File: src/rtl/traffic_monitor_if.sv
// Harness <-> traffic monitor bundle: start, flit-valid vectors and error in; phase and statistics out.
// port_ej_count exists only when TRAFFIC_MON_PER_PORT_EN is defined.
interface traffic_monitor_if #(
  parameter int num_ports      = 5,
  parameter int count_width    = 32,
  parameter int inflight_width = 16
);
  logic                        start;
  logic [num_ports-1:0]        flit_valid_in_ip;
  logic [num_ports-1:0]        flit_valid_out_op;
  logic                        error_in;
  logic                        run;
  logic [2:0]                  state;
  logic                        done;
  logic [count_width-1:0]      inj_count;
  logic [count_width-1:0]      ej_count;
  logic [count_width-1:0]      meas_cycles;
  logic [inflight_width-1:0]   in_flight;
  logic                        error_flag;
  logic                        timeout_flag;
`ifdef TRAFFIC_MON_PER_PORT_EN
  logic [num_ports*count_width-1:0] port_ej_count;
`endif

  modport master (
    output start, flit_valid_in_ip, flit_valid_out_op, error_in,
    input  run, state, done, inj_count, ej_count, meas_cycles, in_flight,
           error_flag, timeout_flag
`ifdef TRAFFIC_MON_PER_PORT_EN
    , input port_ej_count
`endif
  );

  modport slave (
    input  start, flit_valid_in_ip, flit_valid_out_op, error_in,
    output run, state, done, inj_count, ej_count, meas_cycles, in_flight,
           error_flag, timeout_flag
`ifdef TRAFFIC_MON_PER_PORT_EN
    , output port_ej_count
`endif
  );
endinterface

File: src/rtl/traffic_monitor.sv
// Run-phase sequencer and flit statistics for the router harness (IDLE/WARMUP/MEASURE/DRAIN/DONE).
// Define TRAFFIC_MON_PER_PORT_EN to add per-output-port ejection counters (port_ej_count).
module traffic_monitor #(
  parameter int num_ports      = 5,
  parameter int warmup_time    = 100,
  parameter int measure_time   = 10000,
  parameter int drain_timeout  = 1000,
  parameter int count_width    = 32,
  parameter int inflight_width = 16,
  parameter bit abort_on_error = 1'b1
) (
  input  logic             clk,
  input  logic             reset,
  traffic_monitor_if.slave mon
);
  typedef enum logic [2:0] {
    IDLE    = 3'd0,
    WARMUP  = 3'd1,
    MEASURE = 3'd2,
    DRAIN   = 3'd3,
    DONE    = 3'd4
  } state_t;

  localparam int pc_width = $clog2(num_ports + 1);
  localparam int iw       = inflight_width;
  localparam logic [count_width-1:0] warmup_last  = count_width'(warmup_time - 1);
  localparam logic [count_width-1:0] measure_last = count_width'(measure_time - 1);
  localparam logic [count_width-1:0] drain_last   = count_width'(drain_timeout - 1);

  state_t                 state_reg, state_next;
  logic [count_width-1:0] phase_cnt_reg;
  logic                   run_reg, done_reg;
  logic [count_width-1:0] inj_count_reg, ej_count_reg, meas_cycles_reg;
  logic [iw-1:0]          in_flight_reg;
  logic                   error_flag_reg, timeout_flag_reg;

  logic [pc_width-1:0]    pop_in, pop_out;
  logic [count_width:0]   inj_sum, ej_sum;
  logic [count_width-1:0] inj_sat, ej_sat, meas_sat;
  logic [iw+1:0]          flight_sum;
  logic                   flight_neg, flight_ovf;
  logic [iw-1:0]          flight_clamped;
  logic                   start_clear, abort, count_en, drain_timeout_hit;

  always_comb begin
    pop_in  = '0;
    pop_out = '0;
    for (int i = 0; i < num_ports; i++) begin
      pop_in  = pop_in  + pc_width'(mon.flit_valid_in_ip[i]);
      pop_out = pop_out + pc_width'(mon.flit_valid_out_op[i]);
    end
  end

  assign start_clear = mon.start && (state_reg == IDLE || state_reg == DONE);
  assign abort       = abort_on_error && mon.error_in &&
                       (state_reg == WARMUP || state_reg == MEASURE);
  // The aborting cycle itself is not accumulated: counts freeze at what preceded the error.
  assign count_en    = (state_reg == MEASURE) && !abort;
  assign drain_timeout_hit = (state_reg == DRAIN) && (in_flight_reg != '0) &&
                             (phase_cnt_reg == drain_last);

  assign inj_sum  = {1'b0, inj_count_reg} + (count_width+1)'(pop_in);
  assign ej_sum   = {1'b0, ej_count_reg}  + (count_width+1)'(pop_out);
  assign inj_sat  = inj_sum[count_width] ? '1 : inj_sum[count_width-1:0];
  assign ej_sat   = ej_sum[count_width]  ? '1 : ej_sum[count_width-1:0];
  assign meas_sat = (&meas_cycles_reg) ? meas_cycles_reg : meas_cycles_reg + 1'b1;

  // Two's-complement net change with a guard bit above the sign: MSB marks negative,
  // the next bit marks overflow past the in-flight range.
  assign flight_sum = {2'b00, in_flight_reg} + (iw+2)'(pop_in) - (iw+2)'(pop_out);
  assign flight_neg = flight_sum[iw+1];
  assign flight_ovf = !flight_sum[iw+1] && flight_sum[iw];
  assign flight_clamped = flight_neg ? '0 : (flight_ovf ? '1 : flight_sum[iw-1:0]);

  always_comb begin
    state_next = state_reg;
    case (state_reg)
      IDLE, DONE: if (mon.start) state_next = WARMUP;
      WARMUP:     if (abort) state_next = DRAIN;
                  else if (phase_cnt_reg == warmup_last) state_next = MEASURE;
      MEASURE:    if (abort || phase_cnt_reg == measure_last) state_next = DRAIN;
      DRAIN:      if (in_flight_reg == '0 || phase_cnt_reg == drain_last) state_next = DONE;
      default:    state_next = IDLE;
    endcase
  end

  always_ff @(posedge clk or posedge reset) begin
    if (reset) begin
      state_reg        <= IDLE;
      phase_cnt_reg    <= '0;
      run_reg          <= 1'b0;
      done_reg         <= 1'b0;
      inj_count_reg    <= '0;
      ej_count_reg     <= '0;
      meas_cycles_reg  <= '0;
      in_flight_reg    <= '0;
      error_flag_reg   <= 1'b0;
      timeout_flag_reg <= 1'b0;
    end else begin
      state_reg     <= state_next;
      run_reg       <= (state_next == WARMUP) || (state_next == MEASURE);
      done_reg      <= (state_next == DONE);
      phase_cnt_reg <= (state_next != state_reg) ? '0 : phase_cnt_reg + 1'b1;
      if (start_clear) begin
        inj_count_reg    <= '0;
        ej_count_reg     <= '0;
        meas_cycles_reg  <= '0;
        in_flight_reg    <= '0;
        error_flag_reg   <= 1'b0;
        timeout_flag_reg <= 1'b0;
      end else begin
        if (count_en) begin
          inj_count_reg   <= inj_sat;
          ej_count_reg    <= ej_sat;
          meas_cycles_reg <= meas_sat;
        end
        if (state_reg != IDLE) begin
          in_flight_reg <= flight_clamped;
          if (flight_neg || flight_ovf || mon.error_in) error_flag_reg <= 1'b1;
        end
        if (drain_timeout_hit) timeout_flag_reg <= 1'b1;
      end
    end
  end

  assign mon.run          = run_reg;
  assign mon.state        = state_reg;
  assign mon.done         = done_reg;
  assign mon.inj_count    = inj_count_reg;
  assign mon.ej_count     = ej_count_reg;
  assign mon.meas_cycles  = meas_cycles_reg;
  assign mon.in_flight    = in_flight_reg;
  assign mon.error_flag   = error_flag_reg;
  assign mon.timeout_flag = timeout_flag_reg;

`ifdef TRAFFIC_MON_PER_PORT_EN
  logic [num_ports*count_width-1:0] port_ej_flat;

  // Port 0 occupies the most significant field.
  for (genvar gi = 0; gi < num_ports; gi++) begin : g_port
    logic [count_width-1:0] port_cnt_reg;
    always_ff @(posedge clk or posedge reset) begin
      if (reset)
        port_cnt_reg <= '0;
      else if (start_clear)
        port_cnt_reg <= '0;
      else if (count_en && mon.flit_valid_out_op[gi] && !(&port_cnt_reg))
        port_cnt_reg <= port_cnt_reg + 1'b1;
    end
    assign port_ej_flat[(num_ports-gi)*count_width-1 -: count_width] = port_cnt_reg;
  end

  assign mon.port_ej_count = port_ej_flat;
`endif
endmodule
File: src/flat_wrapper.sv
// flat-port wrapper written by rule: the top's interface ports become plain ports
module traffic_monitor_flat 
#(
  parameter int num_ports      = 5,
  parameter int warmup_time    = 100,
  parameter int measure_time   = 10000,
  parameter int drain_timeout  = 1000,
  parameter int count_width    = 32,
  parameter int inflight_width = 16,
  parameter bit abort_on_error = 1'b1
)
  (clk, reset, mon_start, mon_flit_valid_in_ip, mon_flit_valid_out_op, mon_error_in, mon_run, mon_state, mon_done, mon_inj_count, mon_ej_count, mon_meas_cycles, mon_in_flight, mon_error_flag, mon_timeout_flag);
  traffic_monitor_if #(.num_ports(num_ports), .count_width(count_width), .inflight_width(inflight_width)) mon_i ();
  input  logic clk;
  input  logic reset;
  input wire logic [$bits(mon_i.start)-1:0] mon_start;
  input wire logic [$bits(mon_i.flit_valid_in_ip)-1:0] mon_flit_valid_in_ip;
  input wire logic [$bits(mon_i.flit_valid_out_op)-1:0] mon_flit_valid_out_op;
  input wire logic [$bits(mon_i.error_in)-1:0] mon_error_in;
  output wire logic [$bits(mon_i.run)-1:0] mon_run;
  output wire logic [$bits(mon_i.state)-1:0] mon_state;
  output wire logic [$bits(mon_i.done)-1:0] mon_done;
  output wire logic [$bits(mon_i.inj_count)-1:0] mon_inj_count;
  output wire logic [$bits(mon_i.ej_count)-1:0] mon_ej_count;
  output wire logic [$bits(mon_i.meas_cycles)-1:0] mon_meas_cycles;
  output wire logic [$bits(mon_i.in_flight)-1:0] mon_in_flight;
  output wire logic [$bits(mon_i.error_flag)-1:0] mon_error_flag;
  output wire logic [$bits(mon_i.timeout_flag)-1:0] mon_timeout_flag;
  assign mon_i.start = mon_start;
  assign mon_i.flit_valid_in_ip = mon_flit_valid_in_ip;
  assign mon_i.flit_valid_out_op = mon_flit_valid_out_op;
  assign mon_i.error_in = mon_error_in;
  assign mon_run = mon_i.run;
  assign mon_state = mon_i.state;
  assign mon_done = mon_i.done;
  assign mon_inj_count = mon_i.inj_count;
  assign mon_ej_count = mon_i.ej_count;
  assign mon_meas_cycles = mon_i.meas_cycles;
  assign mon_in_flight = mon_i.in_flight;
  assign mon_error_flag = mon_i.error_flag;
  assign mon_timeout_flag = mon_i.timeout_flag;
  traffic_monitor #(.num_ports(num_ports), .warmup_time(warmup_time), .measure_time(measure_time), .drain_timeout(drain_timeout), .count_width(count_width), .inflight_width(inflight_width), .abort_on_error(abort_on_error)) u_core (.clk(clk), .reset(reset), .mon(mon_i));
endmodule
File: config.mk
export PLATFORM = sky130hd
export DESIGN_NAME = traffic_monitor_flat
export DESIGN_NICKNAME = d
export VERILOG_FILES = /design/src/rtl/traffic_monitor_if.sv /design/src/rtl/traffic_monitor.sv /design/src/flat_wrapper.sv
export SDC_FILE = /design/constraint.sdc
export NUM_CORES = 1
export LEC_CHECK = 0
export BUFFER_PORTS_ARGS = -buffer_cell sky130_fd_sc_hd__buf_2
export CAP_MARGIN = 20
export CORE_ASPECT_RATIO = 0.7
export CORE_MARGIN = 5
export CORE_UTILIZATION = 52
export DETAILED_ROUTE_END_ITERATION = 16
export PLACE_DENSITY = 0.77
export SYNTH_ARGS = -nofsm -noshare
export SYNTH_HDL_FRONTEND = slang
export SYNTH_SLANG_ARGS = --single-unit
File: constraint.sdc
create_clock -name clk -period 4.15 [get_ports clk]
set_clock_uncertainty 0.1 [all_clocks]
set_input_delay 0.2075 -clock clk [delete_from_list [all_inputs] [get_ports clk]]
set_output_delay 0.2075 -clock clk [all_outputs]
set_load 0.01 [all_outputs]
# Word-level counts from Yosys, hierarchy flattened
# Index checks and enable logic that the tools add are counted.
# totals
ff_bits	151
# classes
n_addsub	14
eq_ne	12
n_mux	25
reduce_logical	27
# ops
operator	count
32-bit 2-to-1 mux	10
32-bit by 3-bit adder with 33-bit output	2
32-bit by 1-bit adder with 32-bit output (second input constant)	2
16-bit 2-to-1 mux	4
32-bit by 10-bit == test with 1-bit output (second input constant)	1
32-bit by 14-bit == test with 1-bit output (second input constant)	1
32-bit by 7-bit == test with 1-bit output (second input constant)	1
32-bit AND reduction	1
3-bit by 1-bit adder with 3-bit output	6
18-bit by 3-bit subtractor with 18-bit output	1
16-bit by 3-bit adder with 17-bit output	1
16-bit logical NOT	1
16-bit nonzero test	1
3-bit 2-to-1 mux	5
3-bit case mux with 4 select lines	1
3-bit by 2-bit == test with 1-bit output (second input constant)	3
2-bit nonzero test	4
1-bit logical OR	7
3-bit by 1-bit == test with 1-bit output (second input constant)	2
3-bit == test (second input constant)	2
1-bit logical AND	6
1-bit 2-to-1 mux	5
1-bit by 1-bit adder with 2-bit output	2
2-bit AND reduction	2
6 further kinds	7

# Longest topological paths before layout
# Gate-level depths: netlist of run 1.
# logic_depth
word_depth	13
depth_mapped	18
ltp_nobuf	18

# Worst setup path before layout of run 1
# No wires, ideal clock.
# synth_path
kind	input port to flip-flop
from	input mon_flit_valid_in_ip[0]
to	register u_core.in_flight_reg[13] (netlist: u_core.mon.in_flight[13])
setup_ns	0.123
t_arrival_ns	4.358
t_required_ns	3.927
slack_ns	-0.431
path_stages	17
n_path_buf	0
path_cell_list	ha_1 -> inv_1 -> fa_1 -> inv_1 -> ha_1 -> fa_1 -> inv_1 -> fa_1 -> inv_1 -> ha_1 -> a21o_1 -> a21oi_1 -> o221ai_1 -> nor2_1 -> mux2_2 -> a211oi_1 -> o2bb2ai_1
# synth_between
elab_chain_len	12
# synth_rtl
element	line	source
from (decl)	flat_wrapper.sv:17	input wire logic [$bits(mon_i.flit_valid_in_ip)-1:0] mon_flit_valid_in_ip;
1-bit by 1-bit adder with 2-bit output (*)	traffic_monitor.sv:49	pop_in = pop_in + pc_width'(mon.flit_valid_in_ip[i]);
3-bit by 1-bit adder with 3-bit output (*) (3 in a row)	traffic_monitor.sv:49	
16-bit by 3-bit adder with 17-bit output (*)	traffic_monitor.sv:70	assign flight_sum = {2'b00, in_flight_reg} + (iw+2)'(pop_in) - (iw+2)'(pop_out);
18-bit by 3-bit subtractor with 18-bit output (*)	traffic_monitor.sv:70	
1-bit logical NOT	traffic_monitor.sv:72	assign flight_ovf = !flight_sum[iw+1] && flight_sum[iw];
1-bit logical AND	traffic_monitor.sv:72	
16-bit 2-to-1 mux	traffic_monitor.sv:73	assign flight_clamped = flight_neg ? '0 : (flight_ovf ? '1 : flight_sum[iw-1:0]);
16-bit 2-to-1 mux (*)	traffic_monitor.sv:73	
16-bit 2-to-1 mux (*)	traffic_monitor.sv:117	if (state_reg != IDLE) begin
16-bit 2-to-1 mux (*)	traffic_monitor.sv:104	if (start_clear) begin
to (signal assigned)	traffic_monitor.sv:118	in_flight_reg <= flight_clamped;
to (decl)	traffic_monitor.sv:34	logic [iw-1:0] in_flight_reg;
# Mark *: on every way between the ends. The rest lies on a longest branch, timed or not. The select of a mux whose other input is x is not followed.
# A chain may end at the register's enable or synchronous reset.

# Worst setup path in the final report of run 1
# layout_path
from	input mon_flit_valid_in_ip[0]
to	register u_core.in_flight_reg[4] (netlist: u_core.mon.in_flight[4])
# The elaborated chain is that of the path after synthesis.

==> impl_metrics.csv, run 1 <==
group,metric,value,unit
power_and_ir_drop,switchingPower,2220,uW
final_layout,n_antenna_cell,0,
die,core_area,0.0171,mm^2
cts,clk-insertion-delay-late,0.42,ns
route,wl_per_cell,17.2,um
placement,portBuffers,132,
route,avgViaCountPerCell,5.86,
sta,hold_slack,0.0399,ns
setup_path,critPathRequiredTime,4.39,ns
sta,fin_crit_sh,94.6,%
placement,gp_congestion,0.908,
global_route,grt_overflow,0,
logic_synthesis,yosys_register_bits,151,
power_and_ir_drop,p_clk_share,25.8,%
logic_synthesis,synth_flop_cell,"dfrtp_1",
die,start_util,52.6,%
cts,cts_sinks,151,
placement,dp_hpwl,17500,um
die,die_area,0.0200,mm^2
flow_run,drv_cap,0,
placement,dpl.cell_count,1405,
final_layout,finalNetCount,1235,
final_layout,drive_above_1_share,21.8,%
power_and_ir_drop,power,5670,uW
sta,tightest_slew,0.839,ns
logic_synthesis,async_reset_ff_share,100,%
power_and_ir_drop,vdd_drop_max,0.325,mV
logic_synthesis,synth-edff-count,0,
logic_synthesis,avgSynthCellArea,8.78,um^2
outcome,outcome,"finished, final reports clean",
setup_path,crit_fanout,5,
logic_synthesis,syn_nets,1063,
die,die_w,167,um
setup_path,critPathKind,"in -> reg",
global_route,antenna_found_initial,0,
power_and_ir_drop,p_leak,0.00515,uW
cts,clk_path_buf_depth,2,
global_route,grt_max_degree,152,
logic_synthesis,synthesis.area,0.00898,mm^2
sta,hold_viol,0,
sta,fin_ws,0.224,ns
global_route,grt_pass1_vias,7954,
power_and_ir_drop,combinationalPowerShare,39.3,%
cts,cts-buffers-inserted,17,
die,io_pins,133,
setup_path,cp.arrival,4.16,ns
logic_synthesis,ys_types,75,
route,routed_wl,24700,um
placement,place_ws,-0.224,ns
logic_synthesis,yosys_warnings,0,
route,via_count,8421,
sta,max-slew-margin-rel,44.1,%
route,ant_nets,0,
sta,drv_slew,0,
power_and_ir_drop,swShare,39.1,%
die,rows,40,
logic_synthesis,synth_cells,1023,
setup_path,endpoint_kind,"register",
power_and_ir_drop,powerDensity,523,mW/mm^2
power_and_ir_drop,internal-power,3450,uW
sta,fin_crit,3.93,ns
sta,fmax,255,MHz
logic_synthesis,synth.yosys.seq_area_share,42.1,%
cts,cts_root_buffer,"clkbuf_16",
final_layout,nFillCells,1454,
cts,cts_tree,"built",
global_route,grtUsageTotal,24.7,%
setup_path,startpoint_type,"primary input",
final_layout,final_cells,1438,
global_route,grt_pass1_wl,40800,um
route,first_pass_iters,5,
power_and_ir_drop,pwr-share-seq,34.9,%
route,drt_iter0_markers,825,
sta,setup_viol,0,
sta,rsz0062_at_grt,"false",
hold_path,hold_path_class,"in -> reg",
final_layout,syn2layout_area_growth,20.8,%
route,drc_errors,0,
cts,cts_max_level,4,
die,dieHeight,120,um
cts,cts_setup_buffers,0,
cts,cts.clk_slew.worst_paths,0.06,ns
repair_timing:
item | in CTS | in global routing
hold buffers | 2 | 0
gates resized for setup | 0 | 2
endpoints found under the setup margin | 0 | 10
hold endpoints to repair | 86 | 0
synthesized netlist by cell type (5+ instances only):
cell       count  area share [%]
o2bb2ai_1     10            0.98
xnor2_1       21             2.0
ha_1          18             2.5
inv_1         43             1.8
nor2b_1        5            0.35
nand2b_1       6            0.42
and3_1        32             2.2
o21ai_1        5            0.28
a31oi_1       22             1.5
a21o_1        14             1.2
or3_1         10            0.70
nand2_1       74             3.1
dfrtp_1      151              42
mux2i_1        7            0.78
o21ai_0       37             2.1
a21oi_1       63             3.5
a311oi_1       8            0.78
a211oi_2       6            0.84
nor2_1       151             6.3
fa_1           8             1.8
xor2_1        53             5.2
o22ai_1        7            0.49
and4_1         7            0.68
a211oi_1       8            0.67
clkbuf_1      24             1.0
nand4_1       24             1.7
buf_2         11            0.61
o211a_1        6            0.67
nor4_1        11            0.77
nor3_1        48             2.7
nand3_1       60             3.3
critical path: stages:
cell	delay, ns
buf_2	0.10
ha_1	0.26
inv_1	0.04
fa_1	0.48
inv_1	0.04
ha_1	0.18
fa_1	0.52
inv_1	0.07
fa_1	0.41
xnor2_1	0.20
ha_1	0.32
nor2b_1	0.18
nor2_2	0.13
o221ai_2	0.19
nor2_4	0.22
and4_4	0.28
buf_4	0.12
nor3_1	0.05
o22ai_1	0.16
per-stage QoR:
| step | cell area (um^2) | setup TNS (ns) | util (%) |
|---|---|---|---|
| 5_1_grt | 10800 | 0 | 63.5 |
| 3_5_place_dp | 10300 | -3.91 | 60.2 |
| 3_3_place_gp | 10300 | -1.89 | 60.2 |
| 2_1_floorplan | 9020 | -0.0474 | - |
| 4_1_cts | 10800 | 0 | 63.5 |
| 6_report | 10800 | 0 | 63.5 |
logic make-up (layout without fill, tap and decap cells):
logic type / count (synthesis) / in the layout / share of synthesized area, %
AO/OA/AOI/OAI: 220 / 220 / 16.5
XOR/XNOR: 74 / 74 / 7.22
adder cells (fa/ha/maj): 26 / 26 / 4.29
buffers and inverters: 86 / 270 / 3.96
flip-flops: 151 / 151 / 42.1
multiplexers: 10 / 10 / 1.16
AND/OR/NAND/NOR: 456 / 456 / 24.8
routing by layer:
layer	GRT usage (%)	wire [um]
met1	36.7	11700
met3	6.75	2030
met5	0	0
met4	5.31	188
met2	36.2	10800
final cells by class:
| type | count | area [um^2] | area share, % |
|---|---|---|---|
| multi-input cells | 786 | 4890 | 45.1 |
| flip-flops and latches | 151 | 3780 | 34.8 |
| repair buffers | 195 | 1160 | 10.7 |
| clock buffers | 20 | 447 | 4.12 |
| well taps | 231 | 289 | 2.67 |
| inverters | 44 | 169 | 1.56 |
| clock inverters | 11 | 103 | 0.946 |
final timing paths:
path	start	to	slack, ns	cells after the start
max	mon_flit_valid_in_ip[0]	u_core.mon.in_flight[4]	0.22	19
min	mon_error_in	u_core.mon.error_flag	0.04	3
max reg2reg	u_core.mon.in_flight[0]	u_core.mon.in_flight[4]	1.00	13
min reg2reg	u_core.phase_cnt_reg[0]	u_core.phase_cnt_reg[0]	0.38	1
max in group asynchronous	reset	u_core.mon.meas_cycles[3]	2.88	4
min in group asynchronous	reset	u_core.phase_cnt_reg[0]	0.41	4
power groups by stage:
stage | sequential (uW) | clock (uW) | combinational (uW)
floorplan | 1920 | 0 | 1490
global placement | 1990 | 0 | 2150
CTS | 1970 | 1490 | 2220
global route | 2020 | 1550 | 2470
finish | 1980 | 1460 | 2230
detailed placement | 1990 | 0 | 2200
cells in the final DEF, fill, tap and decap left out, types with 4 or more instances in the layout:
cell type and instances:
nor4_1 11, a21oi_1 62, o21ai_0 37, clkinvlp_4 4
xor2_1 53, and4_1 6, nor2b_1 5, and3_1 32
o211a_1 6, nor3_1 47, a211oi_1 8, nand3_1 60
fa_1 8, nand4_1 24, buf_2 132, clkbuf_16 17
xnor2_1 21, a211oi_2 6, a31oi_1 22, mux2i_1 7
or2_2 4, inv_1 42, or3_1 10, nand2_1 74
a311oi_1 8, buf_4 59, ha_1 18, a21o_1 14
o22ai_1 7, dfrtp_1 151, o2bb2ai_1 10, and2_1 4
nand2b_1 6, nor2_1 148, o21ai_1 5
Note: power is estimated with default switching activity, not from simulation.
==> inputs of run 2 (changes only) <==
Settings changed: CELL_PAD_IN_SITES_DETAIL_PLACEMENT from default to 1, CELL_PAD_IN_SITES_GLOBAL_PLACEMENT from default to 1, CORE_UTILIZATION 52 to 40, PLACE_DENSITY 0.77 to default, PLACE_DENSITY_LB_ADDON from default to 0.1.
==> impl_metrics.csv, run 2 (synthesis results as in run 1) <==
group,metric,value,unit
die,start_util,41.0,%
cts,cts_sinks,151,
route,ant_nets,0,
hold_path,hold_path_class,"in -> reg",
final_layout,finalNetCount,1246,
setup_path,timing.rr.end,"u_core.mon.error_flag",
cts,cts_tree,"built",
route,via_count,8474,
final_layout,n_antenna_cell,0,
sta,max-slew-margin-rel,43.3,%
power_and_ir_drop,vdd_drop_max,0.289,mV
placement,gp_congestion,0.863,
die,io_pins,133,
final_layout,syn2layout_area_growth,23.8,%
global_route,grt_pass1_vias,8719,
sta,fmax,248,MHz
cts,cts_root_buffer,"clkbuf_16",
global_route,grt_pass1_wl,47000,um
sta,hold_slack,0.0429,ns
setup_path,crit_buf_inv,7,
sta,fin_crit_sh,97.3,%
die,die_area,0.0256,mm^2
setup_path,cp.arrival,4.24,ns
power_and_ir_drop,powerDensity,542,mW/mm^2
setup_path,slowest_stage,"fa_1",
power_and_ir_drop,power,6030,uW
route,wl_per_cell,19.1,um
final_layout,finish.instance_area,0.0111,mm^2
setup_path,max_stage_delay,0.51,ns
route,drt_iter0_markers,477,
cts,clk_path_buf_depth,2,
setup_path,reg2reg_slack,0.83,ns
global_route,grtUsageTotal,22.5,%
hold_path,min_to,"u_core.mon.error_flag",
final_layout,final_common_cell,"dfrtp_1",
cts,cts.clk_slew.worst_paths,0.07,ns
sta,hold_viol,0,
setup_path,endpoint_kind,"register",
setup_path,path_delay_family,"adder cells",
placement,portBuffers,132,
sta,fin_setup_tns,0,ns
final_layout,layout_common_cells,"dfrtp_1 (151), nor2_1 (148), buf_2 (132), nand2_1 (73), buf_4 (67)",
flow_run,drv_cap,0,
setup_path,startpoint_type,"primary input",
setup_path,crit_fanout,13,
sta,tightest_slew,0.847,ns
cts,cts_max_level,4,
power_and_ir_drop,p_leak,0.00524,uW
global_route,grt_overflow,0,
die,dieHeight,135,um
route,routed_wl,28600,um
placement,placed_cell_area,0.0104,mm^2
outcome,outcome,"finished, final reports clean",
sta,drv_slew,0,
setup_path,critPathKind,"in -> reg",
route,first_pass_iters,5,
setup_path,critPathRequiredTime,4.35,ns
final_layout,drive_above_1_share,23.0,%
sta,setup_viol,0,
die,rows,45,
cts,clk-insertion-delay-late,0.43,ns
global_route,antenna_found_initial,0,
die,die_w,189,um
hold_path,min-delay-start,"mon_error_in",
setup_path,rr_worst_depth,14,
cts,cts-buffers-inserted,17,
final_layout,final_util,50.7,%
die,core_area,0.0219,mm^2
route,drc_errors,0,
final_layout,nFillCells,2595,
global_route,grt_max_degree,121,
route,avgViaCountPerCell,5.65,
setup_path,r2r-start,"u_core.mon.in_flight[0]",
setup_path,path_cells,"buf_2 -> ha_1 -> inv_1 -> fa_1 -> inv_1 -> ha_1 -> fa_1 -> inv_1 -> fa_1 -> nand2b_1 -> a21o_1 -> mux2i_1 -> a31oi_2 -> nor3_4 -> buf_4 -> a21oi_4 -> buf_12 -> buf_12 -> nor4_1 -> a21oi_1",
sta,fin_crit,4.04,ns
sta,rsz0062_at_grt,"true",
placement,dp_hpwl,20600,um
hold_path,whs_path_depth,3,
[run 2: layer usage]
| layer | vias up | part of all wire, % | GRT usage (%) |
|---|---|---|---|
| met1 | 4251 | 51 | 33.7 |
| met2 | 174 | 43 | 33.6 |
| met3 | 19 | 5.2 | 4.95 |
| met4 | 0 | 0.95 | 4.49 |
| li1 | 4030 | - | - |
| met5 | - | 0 | 0 |
[run 2: power by group]
group	leakage (uW)	total [uW]	internal, uW	switching, uW
clock network	0.000288	1620	976	644
registers	0.00204	2000	1660	343
logic	0.00292	2410	1040	1360
[run 2: how the worst max path moves through the flow]
stage	startpoint	to	slack (ns)	cells after the start
3_5_place_dp	mon_flit_valid_in_ip[0]	u_core.mon.in_flight[14]	-0.38	18
2_1_floorplan	mon_flit_valid_in_ip[0]	u_core.mon.in_flight[13]	-0.05	17
4_1_cts	mon_flit_valid_in_ip[0]	u_core.mon.in_flight[4]	0.03	18
3_3_place_gp	mon_flit_valid_in_ip[0]	u_core.mon.in_flight[12]	-0.23	17
5_1_grt	mon_flit_valid_in_ip[1]	u_core.mon.error_flag	-0.03	20
6_report	mon_flit_valid_in_ip[0]	u_core.mon.error_flag	0.11	20
[run 2: through the flow]
step | cells | worst slack, ns
floorplan | 1023 | -0.0474
global placement | 1462 | -0.229
detailed placement | 1462 | -0.384
CTS | 1495 | 0.0278
global route | 1500 | -0.0266
finish | 1500 | 0.113
[run 2: cell type report]
type / count / area (um^2) / share of cell area [%]
Clock buffer: 20 / 457 / 4.11
Clock inverter: 11 / 149 / 1.34
Inverter: 44 / 169 / 1.52
Multi-Input combinational cell: 786 / 4920 / 44.3
Sequential cell: 151 / 3780 / 34.0
Tap cell: 282 / 353 / 3.17
Timing Repair Buffer: 206 / 1280 / 11.6
[run 2: timing repair]
action,4_1_cts,5_1_grt
hold buffers,2,0
resized for setup,0,6
setup endpoints to repair,0,19
setup buffers,0,5
endpoints found under the hold margin,33,0
[run 2: worst register-to-register path, stage by stage (launching register included)]
cell,delay [ns]
dfrtp_1,0.45
ha_1,0.21
inv_1,0.06
fa_1,0.44
nand2b_1,0.24
a21o_1,0.27
mux2i_1,0.22
a31oi_2,0.18
nor3_4,0.22
buf_4,0.15
a21oi_4,0.07
buf_12,0.16
buf_12,0.12
nor4_1,0.24
a21oi_1,0.07
==> inputs of run 3 (changes only) <==
Settings changed: CORE_UTILIZATION 40 to 35.
==> impl_metrics.csv, run 3 (synthesis results as in run 1) <==
group,metric,value,unit
outcome,outcome,"finished, final reports clean",
hold_path,min-delay-start,"mon_error_in",
setup_path,cp.arrival,4.26,ns
final_layout,n_antenna_cell,0,
die,start_util,35.2,%
placement,dp_hpwl,21900,um
hold_path,hold_path_class,"in -> reg",
route,wl_per_cell,19.2,um
die,io_pins,133,
power_and_ir_drop,powerDensity,539,mW/mm^2
power_and_ir_drop,switchingPower,2340,uW
die,core_area,0.0255,mm^2
setup_path,startpoint,"mon_flit_valid_in_ip[1]",
final_layout,multiInputGateArea,0.00493,mm^2
sta,hold_viol,0,
sta,fmax,250,MHz
power_and_ir_drop,p_clk_share,27.3,%
setup_path,timing.rr.end,"u_core.mon.in_flight[10]",
die,dieHeight,144,um
global_route,grt_overflow,0,
die,rows,49,
setup_path,rr_worst_depth,12,
cts,cts_tree,"built",
route,ant_nets,0,
setup_path,critPathRequiredTime,4.41,ns
placement,dpl.cell_count,1516,
cts,cts_root_buffer,"clkbuf_16",
route,routed_wl,29900,um
route,drt_iter0_markers,409,
power_and_ir_drop,vdd_drop_max,0.307,mV
sta,setup_viol,0,
final_layout,nFillCells,2999,
cts,cts-buffers-inserted,17,
hold_path,min_to,"u_core.mon.error_flag",
cts,cts_max_level,4,
setup_path,r2r-start,"u_core.mon.in_flight[0]",
global_route,grt_pass1_wl,49000,um
die,die_w,201,um
power_and_ir_drop,p_leak,0.00527,uW
placement,gp_congestion,0.873,
power_and_ir_drop,combinationalPowerShare,39.5,%
sta,drv_slew,0,
placement,place_ws,-0.273,ns
final_layout,finalNetCount,1253,
sta,max-slew-margin-rel,43.4,%
final_layout,seq_area,0.00378,mm^2
final_layout,finish.instance_area,0.0112,mm^2
sta,fin_crit_sh,96.5,%
setup_path,startpoint_type,"primary input",
setup_path,reg2reg_slack,0.85,ns
final_layout,final_cells,1557,
global_route,antenna_found_initial,0,
final_layout,final_common_cell,"dfrtp_1",
global_route,grtUsageTotal,20.8,%
power_and_ir_drop,pwr-share-seq,33.1,%
hold_path,whs_path_depth,3,
global_route,grt_pass1_vias,8779,
cts,clk-insertion-delay-late,0.43,ns
sta,fin_ws,0.147,ns
final_layout,drive_above_1_share,23.2,%
power_and_ir_drop,internal-power,3690,uW
final_layout,layout_common_cells,"dfrtp_1 (151), nor2_1 (148), buf_2 (132), buf_4 (76), nand2_1 (74)",
route,drc_errors,0,
final_layout,syn2layout_area_growth,24.7,%
sta,rsz0062_at_grt,"true",
sta,fin_crit,4.00,ns
cts,cts_sinks,151,
cts,cts.clk_slew.worst_paths,0.07,ns
setup_path,crit_fanout,8,
placement,portBuffers,132,
route,avgViaCountPerCell,5.45,
route,via_count,8485,
sta,tightest_slew,0.846,ns
global_route,grt_max_degree,56,
cts,clk_path_buf_depth,2,
die,die_area,0.0290,mm^2
flow_run,drv_cap,0,
power_and_ir_drop,swShare,38.8,%
placement,placed_cell_area,0.0105,mm^2
setup_path,critPathKind,"in -> reg",
setup_path,endpoint_kind,"register",
route,first_pass_iters,4,
power_and_ir_drop,power,6030,uW
run 3: cell type report:
cell class,count,share of cell area [%]
Tap cell,331,3.70
Multi-Input combinational cell,787,44.0
Clock inverter,11,1.30
Inverter,44,1.51
Clock buffer,21,4.20
Timing Repair Buffer,212,11.5
Sequential cell,151,33.8
run 3: repair_timing:
action                                  in CTS  in global routing
hold buffers                                 2                  0
gates resized for setup                      0                  4
setup buffers                                0                  6
endpoints found under the setup margin       0                 18
hold endpoints to repair                    32                  0
run 3: critical path, cell delays in order:
cell and delay, ns:
buf_2 0.10, ha_1 0.26, inv_1 0.04, fa_1 0.48, inv_1 0.04, ha_1 0.18
fa_1 0.51, inv_1 0.07, fa_1 0.42, nand2b_1 0.19, a21o_1 0.23, nor3_1 0.23
xor2_1 0.34, nor3_4 0.07, buf_12 0.15, a21oi_2 0.45, nor3_1 0.13, o2bb2ai_1 0.15
run 3: how the worst max path moves through the flow:
stage | cells past startpoint | to | slack (ns)
finish | 18 | u_core.mon.in_flight[10] | 0.15
detailed placement | 17 | u_core.mon.in_flight[12] | -0.27
global route | 19 | u_core.mon.in_flight[14] | -0.05
global placement | 18 | u_core.mon.in_flight[12] | -0.23
floorplan | 17 | u_core.mon.in_flight[13] | -0.05
CTS | 17 | u_core.mon.in_flight[12] | 0.14
run 3: power by group through the flow:
stage	clock network, uW	registers [uW]	logic (uW)
after floorplan	0	1920	1490
after global placement	0	2010	2300
after detailed placement	0	2010	2330
after CTS	1690	1990	2350
after global routing	1770	2030	2660
final	1650	2000	2380
run 3: routing by layer:
layer  up-vias  track usage [%]  share of wire [%]
met5         -                0                  0
met4         0             3.38               0.79
met3        17             3.72                3.9
met2       143             31.7                 43
met1      4279             31.5                 52
li1       4046                -                  -
run 3: metrics by stage:
stage	hold WS [ns]	TNS [ns]	utilization [%]
6_report	0.0515	0	43.9
2_1_floorplan	0.218	-0.0474	-
5_1_grt	0.0641	-0.0852	43.9
4_1_cts	0.0269	0	43.5
3_3_place_gp	0.284	-3.48	41.0
3_5_place_dp	0.301	-4.17	41.0
